--- src/rtl/gates_arbiter.sv ---
// Round-robin arbiter that time-shares one registered OR/AND/NOT unit between
// two req/grant/done requesters and counts completed operations.
module gates_arbiter #(
  parameter int WIDTH     = 8,
  parameter int CNT_WIDTH = 16
) (
  input  logic                 clk,
  input  logic                 rst,
  input  logic                 req0,
  input  logic [WIDTH-1:0]     opA0,
  input  logic [WIDTH-1:0]     opB0,
  input  logic [1:0]           opSel0,
  output logic                 grant0,
  output logic                 done0,
  input  logic                 req1,
  input  logic [WIDTH-1:0]     opA1,
  input  logic [WIDTH-1:0]     opB1,
  input  logic [1:0]           opSel1,
  output logic                 grant1,
  output logic                 done1,
  output logic [WIDTH-1:0]     result,
  output logic                 err,
  output logic                 busy,
  output logic [CNT_WIDTH-1:0] opCount
);

  typedef enum logic [1:0] {
    IDLE = 2'd0,
    EXEC = 2'd1,
    DONE = 2'd2
  } state_t;

  typedef enum logic [1:0] {
    OP_OR  = 2'b00,
    OP_AND = 2'b01,
    OP_NOT = 2'b10,
    OP_RSV = 2'b11
  } opcode_t;

  state_t               state_reg, state_next;
  logic [1:0]           req_vec;
  logic [WIDTH-1:0]     req_a   [2];
  logic [WIDTH-1:0]     req_b   [2];
  logic [1:0]           req_sel [2];

  logic                 ptr_reg;
  logic                 winner;
  logic                 owner_reg, owner_next;
  logic                 latch_en, exec_en, finish_en;

  logic [WIDTH-1:0]     a_reg, b_reg;
  opcode_t              sel_reg;
  logic [WIDTH-1:0]     alu_out;

  logic [1:0]           grant_reg, grant_next;
  logic [1:0]           done_reg, done_next;
  logic                 err_reg, busy_reg;
  logic [WIDTH-1:0]     result_reg;
  logic [CNT_WIDTH-1:0] count_reg;

  assign req_vec    = {req1, req0};
  assign req_a[0]   = opA0;
  assign req_a[1]   = opA1;
  assign req_b[0]   = opB0;
  assign req_b[1]   = opB1;
  assign req_sel[0] = opSel0;
  assign req_sel[1] = opSel1;

  // A lone requester always wins; on a tie the priority pointer decides.
  always_comb begin
    winner = ptr_reg;
    if (req_vec == 2'b01) begin
      winner = 1'b0;
    end else if (req_vec == 2'b10) begin
      winner = 1'b1;
    end
  end

  always_ff @(posedge clk or posedge rst) begin
    if (rst) begin
      state_reg <= IDLE;
    end else begin
      state_reg <= state_next;
    end
  end

  always_comb begin
    state_next = state_reg;
    latch_en   = 1'b0;
    exec_en    = 1'b0;
    finish_en  = 1'b0;
    case (state_reg)
      IDLE: begin
        if (|req_vec) begin
          latch_en   = 1'b1;
          state_next = EXEC;
        end
      end
      EXEC: begin
        exec_en    = 1'b1;
        state_next = DONE;
      end
      DONE: begin
        finish_en  = 1'b1;
        state_next = IDLE;
      end
      default: state_next = IDLE;
    endcase
  end

  assign owner_next = latch_en ? winner : owner_reg;

  always_comb begin
    alu_out = '0;
    case (sel_reg)
      OP_OR:   alu_out = a_reg | b_reg;
      OP_AND:  alu_out = a_reg & b_reg;
      OP_NOT:  alu_out = ~a_reg;
      OP_RSV:  alu_out = '0;
      default: alu_out = '0;
    endcase
  end

  // Grant and done are registered from next-state so they line up with EXEC/DONE.
  for (genvar gi = 0; gi < 2; gi++) begin : g_req
    assign grant_next[gi] = (state_next != IDLE) && (owner_next == 1'(gi));
    assign done_next[gi]  = exec_en && (owner_reg == 1'(gi));
  end

  always_ff @(posedge clk or posedge rst) begin
    if (rst) begin
      a_reg     <= '0;
      b_reg     <= '0;
      sel_reg   <= OP_OR;
      owner_reg <= 1'b0;
    end else if (latch_en) begin
      a_reg     <= req_a[winner];
      b_reg     <= req_b[winner];
      sel_reg   <= opcode_t'(req_sel[winner]);
      owner_reg <= winner;
    end
  end

  always_ff @(posedge clk or posedge rst) begin
    if (rst) begin
      ptr_reg <= 1'b0;
    end else if (finish_en) begin
      ptr_reg <= ~owner_reg;
    end
  end

  // Result and counter update on the EXEC->DONE edge so both are visible with done.
  always_ff @(posedge clk or posedge rst) begin
    if (rst) begin
      grant_reg  <= '0;
      done_reg   <= '0;
      err_reg    <= 1'b0;
      busy_reg   <= 1'b0;
      result_reg <= '0;
      count_reg  <= '0;
    end else begin
      grant_reg <= grant_next;
      done_reg  <= done_next;
      err_reg   <= exec_en && (sel_reg == OP_RSV);
      busy_reg  <= (state_next != IDLE);
      if (exec_en) begin
        result_reg <= alu_out;
        count_reg  <= count_reg + CNT_WIDTH'(1);
      end
    end
  end

  assign grant0  = grant_reg[0];
  assign grant1  = grant_reg[1];
  assign done0   = done_reg[0];
  assign done1   = done_reg[1];
  assign err     = err_reg;
  assign busy    = busy_reg;
  assign result  = result_reg;
  assign opCount = count_reg;

endmodule
--- config.mk ---
export PLATFORM = sky130hd
export DESIGN_NAME = gates_arbiter
export DESIGN_NICKNAME = d
export VERILOG_FILES = /design/src/rtl/gates_arbiter.sv
export SDC_FILE = /design/constraint.sdc
export NUM_CORES = 1
export LEC_CHECK = 0
export CELL_PAD_IN_SITES_DETAIL_PLACEMENT = 0
export CELL_PAD_IN_SITES_GLOBAL_PLACEMENT = 1
export CORE_ASPECT_RATIO = 1.25
export CORE_MARGIN = 10
export CORE_UTILIZATION = 35
export CTS_CLUSTER_SIZE = 10
export DETAILED_ROUTE_END_ITERATION = 12
export PLACE_DENSITY_LB_ADDON = 0.1
export SLEW_MARGIN = 40
export SYNTH_ARGS = -nofsm -noshare
export SYNTH_HDL_FRONTEND = slang
export SYNTH_SLANG_ARGS = --single-unit
export TNS_END_PERCENT = 30
--- constraint.sdc ---
create_clock -name clk -period 1.88 [get_ports clk]
set_input_delay 0.376 -clock clk [delete_from_list [all_inputs] [get_ports clk]]
set_output_delay 0.376 -clock clk [all_outputs]
set_load 0.005 [all_outputs]
## After elaboration in Yosys (flattened, before gate mapping)

Cells that the tools add are included.

- Bits in registers: 52
- Bits in latches: 0
- Memory bits (writable): 0
- Bits in read-only memories: 0
- Input port bits: 40
- Output and inout bits: 30
- Word-level logic and storage cells: 55
- Memories: 0

- Add/subtract/negate cells: 1
- Multiply operators: 0
- Divide/modulo/power cells: 0
- $lt $le $gt $ge: 1
- Eq/ne operators: 7
- Shift operators: 0
- Multiplexer cells: 19
- Bitwise logic cells: 6
- Reduce and logical (&&, ||, !) cells: 9

Operator list:

| cell | number |
|---|---|
| 8-bit two-way mux | 6 |
| 8-bit one-hot mux with 4 select lines | 1 |
| 16-bit by 1-bit adder with 16-bit output (second input constant) | 1 |
| 8-bit bitwise AND | 1 |
| 2-bit == test (second input constant) | 4 |
| 2-bit two-way mux | 4 |
| 8-bit NOT | 1 |
| 8-bit bitwise OR | 1 |
| 1-bit two-way mux | 7 |
| 2-bit by 1-bit == test with 1-bit output (second input constant) | 3 |
| 1-bit logical AND | 5 |
| 2-bit zero test | 2 |
| 2-bit one-hot mux with 2 select lines | 1 |
| 2-bit >= comparator (second input constant) | 1 |
| 1-bit NOT | 2 |
| 1-bit NOT with 2-bit output | 1 |
| 2-bit nonzero test | 1 |
| 2-bit OR reduction | 1 |

## Logic depth before layout (Yosys ltp)

Gate-level depths: netlist (run 1).

- Depth after elaboration: 7
- Mapped depth: 7
- Mapped depth without buffers: 5

## Least setup slack after synthesis (run 1)

OpenSTA, ideal clock, no wires.

- Kind: input port to flip-flop
- Start point: in req1
- End point: reg a_reg[7]
- Library setup time: 0.126 ns
- Data arrival time: 1.236 ns
- Data required time: 1.754 ns
- Slack: 0.518 ns
- Stages on the path: 6
- Path buffers: 2
- Cell sequence: o21ai_0 inv_1 buf_4 buf_2 nor2_1 a21oi_1

- Word-level cells in the longest chain between the ends: 7
- Elaborated cells on any way between the ends: 11
- Classes of those cells: eq/ne (2); mux (7); bitwise (1); reduce/logical (1)

RTL lines:

| element | RTL line | RTL |
|---|---|---|
| start, declared | 15 | `input logic req1,` |
| 2-bit == test | 74 | `end else if (req_vec == 2'b10) begin` |
| 1-bit two-way mux | 74 |  |
| 1-bit two-way mux | 72 | `if (req_vec == 2'b01) begin` |
| 1-bit NOT with 2-bit output (implied by the code) | 137 | `a_reg <= req_a[winner];` |
| 8-bit two-way mux (implied by the code) (3 in series) | 137 |  |
| end signal, assigned | 137 |  |
| end, declared | 51 | `logic [WIDTH-1:0] a_reg, b_reg;` |

Parallel ways exist; a longest one is shown, timed or not. The select of a mux whose other input is x is not followed.
A chain may end at the register's enable or synchronous reset.

## Worst setup path in the final report (run 1)

- Start point: reg count_reg[2], in the netlist opCount[2]
- End point: out opCount[2]

RTL lines:

| element | RTL line | RTL |
|---|---|---|
| start, declared | 59 | `logic [CNT_WIDTH-1:0] count_reg;` |
| start signal, assigned | 168 | `count_reg <= count_reg + CNT_WIDTH'(1);` |
| end, declared | 24 | `output logic [CNT_WIDTH-1:0] opCount` |

No word-level cell between the ends.

==> out/results.tsv, run 1 <==
metric	value	unit
cp_data_arrival_time	1.31	ns
htree_num_levels	2	
cts_tree	yes	
status	finished, final reports clean	
layout_min_cycle_time	1.686	ns
timing.final.crit_share	89.66	%
critical_path.startpoint_type	flop	
drv_slew	0	
peak_vdd_ir	0.4470	mV
power.density_cell_area	1328	nW/µm²
cts_root_buf	sky130_fd_sc_hd__clkbuf_8	
ctsLongestPathBuffers	2	
p_leak	0.001411	µW
post-route-drc-count	0	
max_cap_violations	0	
area.sequential	1301	µm²
gr-usage-all-layers	10.90	%
grt_max_degree	41	
synth_cells	222	
detailedRoute.firstPassIterationCount	4	
grt_pass1_vias	1897	
finalWeightedCongestion	0.7141	
cts.reportedPaths.clkPinSlew	0.09	ns
synth_area_leader	sky130_fd_sc_hd__dfrtp_1	
viasPerCell	4.725	
path_class	reg -> out	
worst_hold_slack_across_all_endpoints	0.3475	ns
setup.worst_path.end_class	output port	
initial_antenna_violation_count	0	
num-fill-cells	658	
cts_hold_buffers	0	
synth_enable_flop_cells	0	
timing.clock.skew	0.007231	ns
clk_latency	0.30	ns
synthesis.yosys.warnings	0	
grt_setup_unrepaired	false	
tns	0	ns
timing.final.ws_setup	0.1943	ns
place_ws	0.01238	ns
final_core_utilization	49.54	%
routed_wire_length_per_instance	14.22	µm
largest_register_ffs	16	
drtAntennaViolNets	0	
cts_inserted_buffers	5	
postSynth.topFlopCell	sky130_fd_sc_hd__dfrtp_1	
die-width	93.01	µm
synth.cells.most_frequent	sky130_fd_sc_hd__dfrtp_1, sky130_fd_sc_hd__nand2_1, sky130_fd_sc_hd__nor2_1	
cp_slowest_cell	sky130_fd_sc_hd__clkdlybuf4s50_1	
maximum_cell_stage_delay_along_the_critical_path	0.54	ns
num_antenna_cells	0	
crit_fanout	6	
finalPower	4292	µW
final_nets	334	
footprint_of_the_multi_input_gates	953.4	µm²
required_time_at_the_endpoint_of_the_critical_path	1.50	ns
worstPathBufferInverterCount	1	
number_of_clock_sinks_seen_by_cts	52	
drive_above_1_share	5.842	%
hold_class	in -> async	
routed_wirelength	5377	µm
core_region_area	6524	µm²
fp_rows	33	
drt-initial-drc-count	52	
worstMarginPinSlew	0.5640	ns
synth_area_per_cell	10.51	µm²
post_cts_resized	0	
io_pins	70	
seq_area_frac_synth	55.79	%
setup_violations	0	
slew-limit-headroom	62.40	%
vias	1786	
design.die.area	10350	µm²
final-hold-violation-count	0	
synth.distinct_cells	32	
total_half_perimeter_wirelength_after_legalization_and_detailed_placement	4079	µm
grt_first_pass_wirelength	9266	µm
crit_path_leading_delay_family	buffers and inverters	
synth_top_cell_area_share	55.79	%
die_height	111.3	µm
synth_area	2332	µm²
timing.critical_path.cells	clkdlybuf4s50_1	
synth-seq-cells	52	
floorplan.initialDensity	35.75	%
post_synth_main_area_contributors	sky130_fd_sc_hd__dfrtp_1, sky130_fd_sc_hd__mux2i_1, sky130_fd_sc_hd__xnor2_1, sky130_fd_sc_hd__nand2_1, sky130_fd_sc_hd__a21oi_1	
timing.fmax	0.5932	GHz
synth.net_count	263	
timing.reg2reg.setup_slack	0.40	ns
async_flop_share	100.0	%
post_cts.repair.setup_buffers	0	
layout-area-overhead-vs-synth	38.57	%
overflow	0	
io_buffer_count	69	
synthMostInstantiatedCell	sky130_fd_sc_hd__dfrtp_1	
-- power breakdown --
group          total [µW]  internal (µW)  switching [µW]  leakage [µW]
registers            1960           1540             420      0.000642
logic                1750            979             770      0.000733
clock network         579            241             338     0.0000359
total                4290           2760            1530       0.00141
-- metal layers --
layer	vias to the layer above	track usage (%)	part of all wire (%)
li1	909	-	-
met1	822	11.73	41
met2	49	19.11	52
met3	6	3.794	6.0
met4	0	3.711	1.0
met5	-	0	0
-- through the flow --
stage | instances | area, µm²
2_1_floorplan | 222 | 2332
3_3_place_gp | 373 | 3163
3_5_place_dp | 373 | 3163
4_1_cts | 378 | 3232
5_1_grt | 378 | 3232
6_report | 378 | 3232
-- kinds of logic after synthesis --
group / synth area share, %
compound gates: 10.41
xor+xnor: 5.633
fa+ha+maj: 0.9656
buf+inv: 3.326
flops: 55.79
mux: 7.725
simple gates: 16.15
-- placed cells by master (no fill, tap or decap), types with 2 or more instances in the layout --
master and instances:
sky130_fd_sc_hd__nand2b_1 2, sky130_fd_sc_hd__xnor2_1 11, sky130_fd_sc_hd__dfrtp_1 52, sky130_fd_sc_hd__clkdlybuf4s50_1 69
sky130_fd_sc_hd__nor2_1 24, sky130_fd_sc_hd__inv_1 5, sky130_fd_sc_hd__buf_4 3, sky130_fd_sc_hd__and3_1 3
sky130_fd_sc_hd__a221o_1 7, sky130_fd_sc_hd__buf_12 3, sky130_fd_sc_hd__xor2_1 4, sky130_fd_sc_hd__o21ai_0 12
sky130_fd_sc_hd__nand2_1 25, sky130_fd_sc_hd__clkbuf_8 5, sky130_fd_sc_hd__nor3_1 8, sky130_fd_sc_hd__mux2i_1 18
sky130_fd_sc_hd__a21oi_1 18, sky130_fd_sc_hd__nand4_1 7
-- worst paths after layout --
| path | start | end | depth (start not counted) |
|---|---|---|---|
| min in group clk | opCount[15] | opCount[15] | 1 |
| worst max-delay path | opCount[2] | opCount[2] | 1 |
| worst max register to register | state_reg[1] | opCount[13] | 4 |
| max in group asynchronous | rst | a_reg[7] | 3 |
| worst min register to register | opCount[15] | opCount[15] | 1 |
| worst min-delay path | rst | done_reg[1] | 2 |
-- cell type report --
type | instances | share of cell area, %
Clock buffer | 5 | 2.129
Inverter | 7 | 0.8130
Multi-Input combinational cell | 152 | 29.50
Sequential cell | 52 | 40.26
Tap cell | 87 | 3.368
Timing Repair Buffer | 75 | 23.93
(Power assumes the default switching activity.)
==> run 2, diff against run 1 <==
--- a/config.mk
+++ b/config.mk
@@ -8,7 +8,6 @@
 export CELL_PAD_IN_SITES_DETAIL_PLACEMENT = 0
 export CELL_PAD_IN_SITES_GLOBAL_PLACEMENT = 1
 export CORE_ASPECT_RATIO = 1.25
-export CORE_MARGIN = 10
 export CORE_UTILIZATION = 35
 export CTS_CLUSTER_SIZE = 10
 export DETAILED_ROUTE_END_ITERATION = 12
==> run 2 against run 1 <==
  * Fmax rose by 1.5%
  * Clock power rose by 9.8%
  * Core utilization rose by 1.9 points
  * Non-clock buffer count fell by 2
  * Final area rose by 0.12%
  * Hold slack improved by 0.091 ns
  * Critical path depth did not move
  * Clock skew fell by 0.0024 ns
  * Setup slack improved by 0.024 ns
  * Routed wire length fell by 15%
  * Total power barely moved
  * Largest power group unchanged
  * Highest routed layer unchanged
==> out/results.tsv, run 2 (synthesis gave the netlist of run 1 again) <==
metric	value	unit
cts.reportedPaths.clkPinSlew	0.09	ns
reg2reg_depth	5	
grt_pass1_vias	1782	
post_cts.repair.setup_buffers	0	
final_core_utilization	51.47	%
finalWeightedCongestion	0.7300	
most-common-layout-cells	sky130_fd_sc_hd__clkdlybuf4s50_1, sky130_fd_sc_hd__dfrtp_1, sky130_fd_sc_hd__nand2_1	
slew-limit-headroom	61.81	%
die_height	93.27	µm
place_ws	-0.01450	ns
max_cap_violations	0	
grt_setup_unrepaired	false	
io_buffer_count	69	
peak_vdd_ir	0.5727	mV
p_leak	0.001411	µW
die-width	75.01	µm
required_time_at_the_endpoint_of_the_critical_path	1.50	ns
hold_class	in -> async	
worstPathBufferInverterCount	1	
number_of_clock_sinks_seen_by_cts	52	
drv_slew	0	
grt_max_degree	53	
cp_slowest_cell	sky130_fd_sc_hd__clkdlybuf4s50_1	
clk_latency	0.29	ns
drive_above_1_share	5.479	%
cts_root_buf	sky130_fd_sc_hd__clkbuf_8	
cp_data_arrival_time	1.29	ns
htree_num_levels	2	
design.die.area	6996	µm²
timing.clock.skew	0.004839	ns
setup.worst_path.end_class	output port	
post-route-drc-count	0	
cts_hold_buffers	0	
drtAntennaViolNets	0	
grt_first_pass_wirelength	8169	µm
maximum_cell_stage_delay_along_the_critical_path	0.54	ns
timing.final.crit_share	88.37	%
final-hold-violation-count	0	
critical_path.startpoint_type	flop	
largest_register_ffs	16	
final_nets	332	
cts_inserted_buffers	5	
cts_tree	yes	
num_antenna_cells	0	
setup_violations	0	
ctsLongestPathBuffers	2	
timing.critical_path.cells	clkdlybuf4s50_1	
gr-usage-all-layers	15.45	%
crit-reg2reg-capture	opCount[10]	
power.density_cell_area	1328	nW/µm²
layout_min_cycle_time	1.661	ns
detailedRoute.firstPassIterationCount	4	
overflow	0	
vias	1786	
timing.reg2reg.setup_slack	0.33	ns
floorplan.initialDensity	37.10	%
total_half_perimeter_wirelength_after_legalization_and_detailed_placement	3345	µm
mostFrequentLayoutCell	sky130_fd_sc_hd__clkdlybuf4s50_1	
layout-area-overhead-vs-synth	38.73	%
initial_antenna_violation_count	0	
critical_path.reg2reg.startpoint	state_reg[1]	
status	finished, final reports clean	
crit_fanout	6	
crit_path_leading_delay_family	buffers and inverters	
worstMarginPinSlew	0.5729	ns
viasPerCell	4.737	
fp_rows	32	
routed_wirelength	4593	µm
post_cts_resized	0	
numPlacedInstances	369	
timing.final.ws_setup	0.2187	ns
routed_wire_length_per_instance	12.18	µm
drt-initial-drc-count	50	
io_pins	70	
path_class	reg -> out	
core_region_area	6286	µm²
instances_no_fill	377	
timing.fmax	0.6019	GHz
## run 2: cell types whose count changed in the layout (fill, tap and decap cells not counted), sizes merged
cell	previous run	this run
clkbuf	5	8
buf	6	4
## run 2: power breakdown
group / internal [µW] / switching (µW)
sequential: 1540 / 405
clock: 301 / 336
combinational: 952 / 759
## run 2: cell type report
class / count / area (µm²)
flip-flops and latches: 52 / 1301
repair buffers: 73 / 758.2
multi-input cells: 152 / 953.4
clock buffers: 8 / 90.09
inverters: 7 / 26.28
well taps: 85 / 106.4
fillers: 570 / 3050
## run 2: metrics by stage
stage | area (µm²) | setup TNS, ns | total power, µW | hold WS [ns]
after floorplan | 2332 | 0 | 2955 | 0.4473
after global placement | 3146 | 0 | 3683 | 0.4552
after detailed placement | 3146 | -0.02739 | 3726 | 0.4608
after CTS | 3236 | 0 | 4375 | 0.4414
after global routing | 3236 | 0 | 4727 | 0.4772
final | 3236 | 0 | 4296 | 0.4384
## run 2: worst max-delay path by stage
stage	depth (start not counted)	slack [ns]	end	from
4_1_cts	1	0.20	opCount[2]	opCount[2]
2_1_floorplan	1	0.25	a_reg[0]	rst
3_5_place_dp	6	-0.01	b_reg[7]	req1
5_1_grt	1	0.14	opCount[8]	opCount[8]
6_report	1	0.22	opCount[2]	opCount[2]
3_3_place_gp	6	0.003	b_reg[6]	req1
## run 2: metal layers
metal | vias up | wire (µm) | track usage, %
li1 | 903 | - | -
met1 | 829 | 2019 | 18.95
met2 | 52 | 2350 | 26.28
met3 | 2 | 192 | 3.772
met4 | 0 | 31 | 4.717
met5 | - | 0 | 0
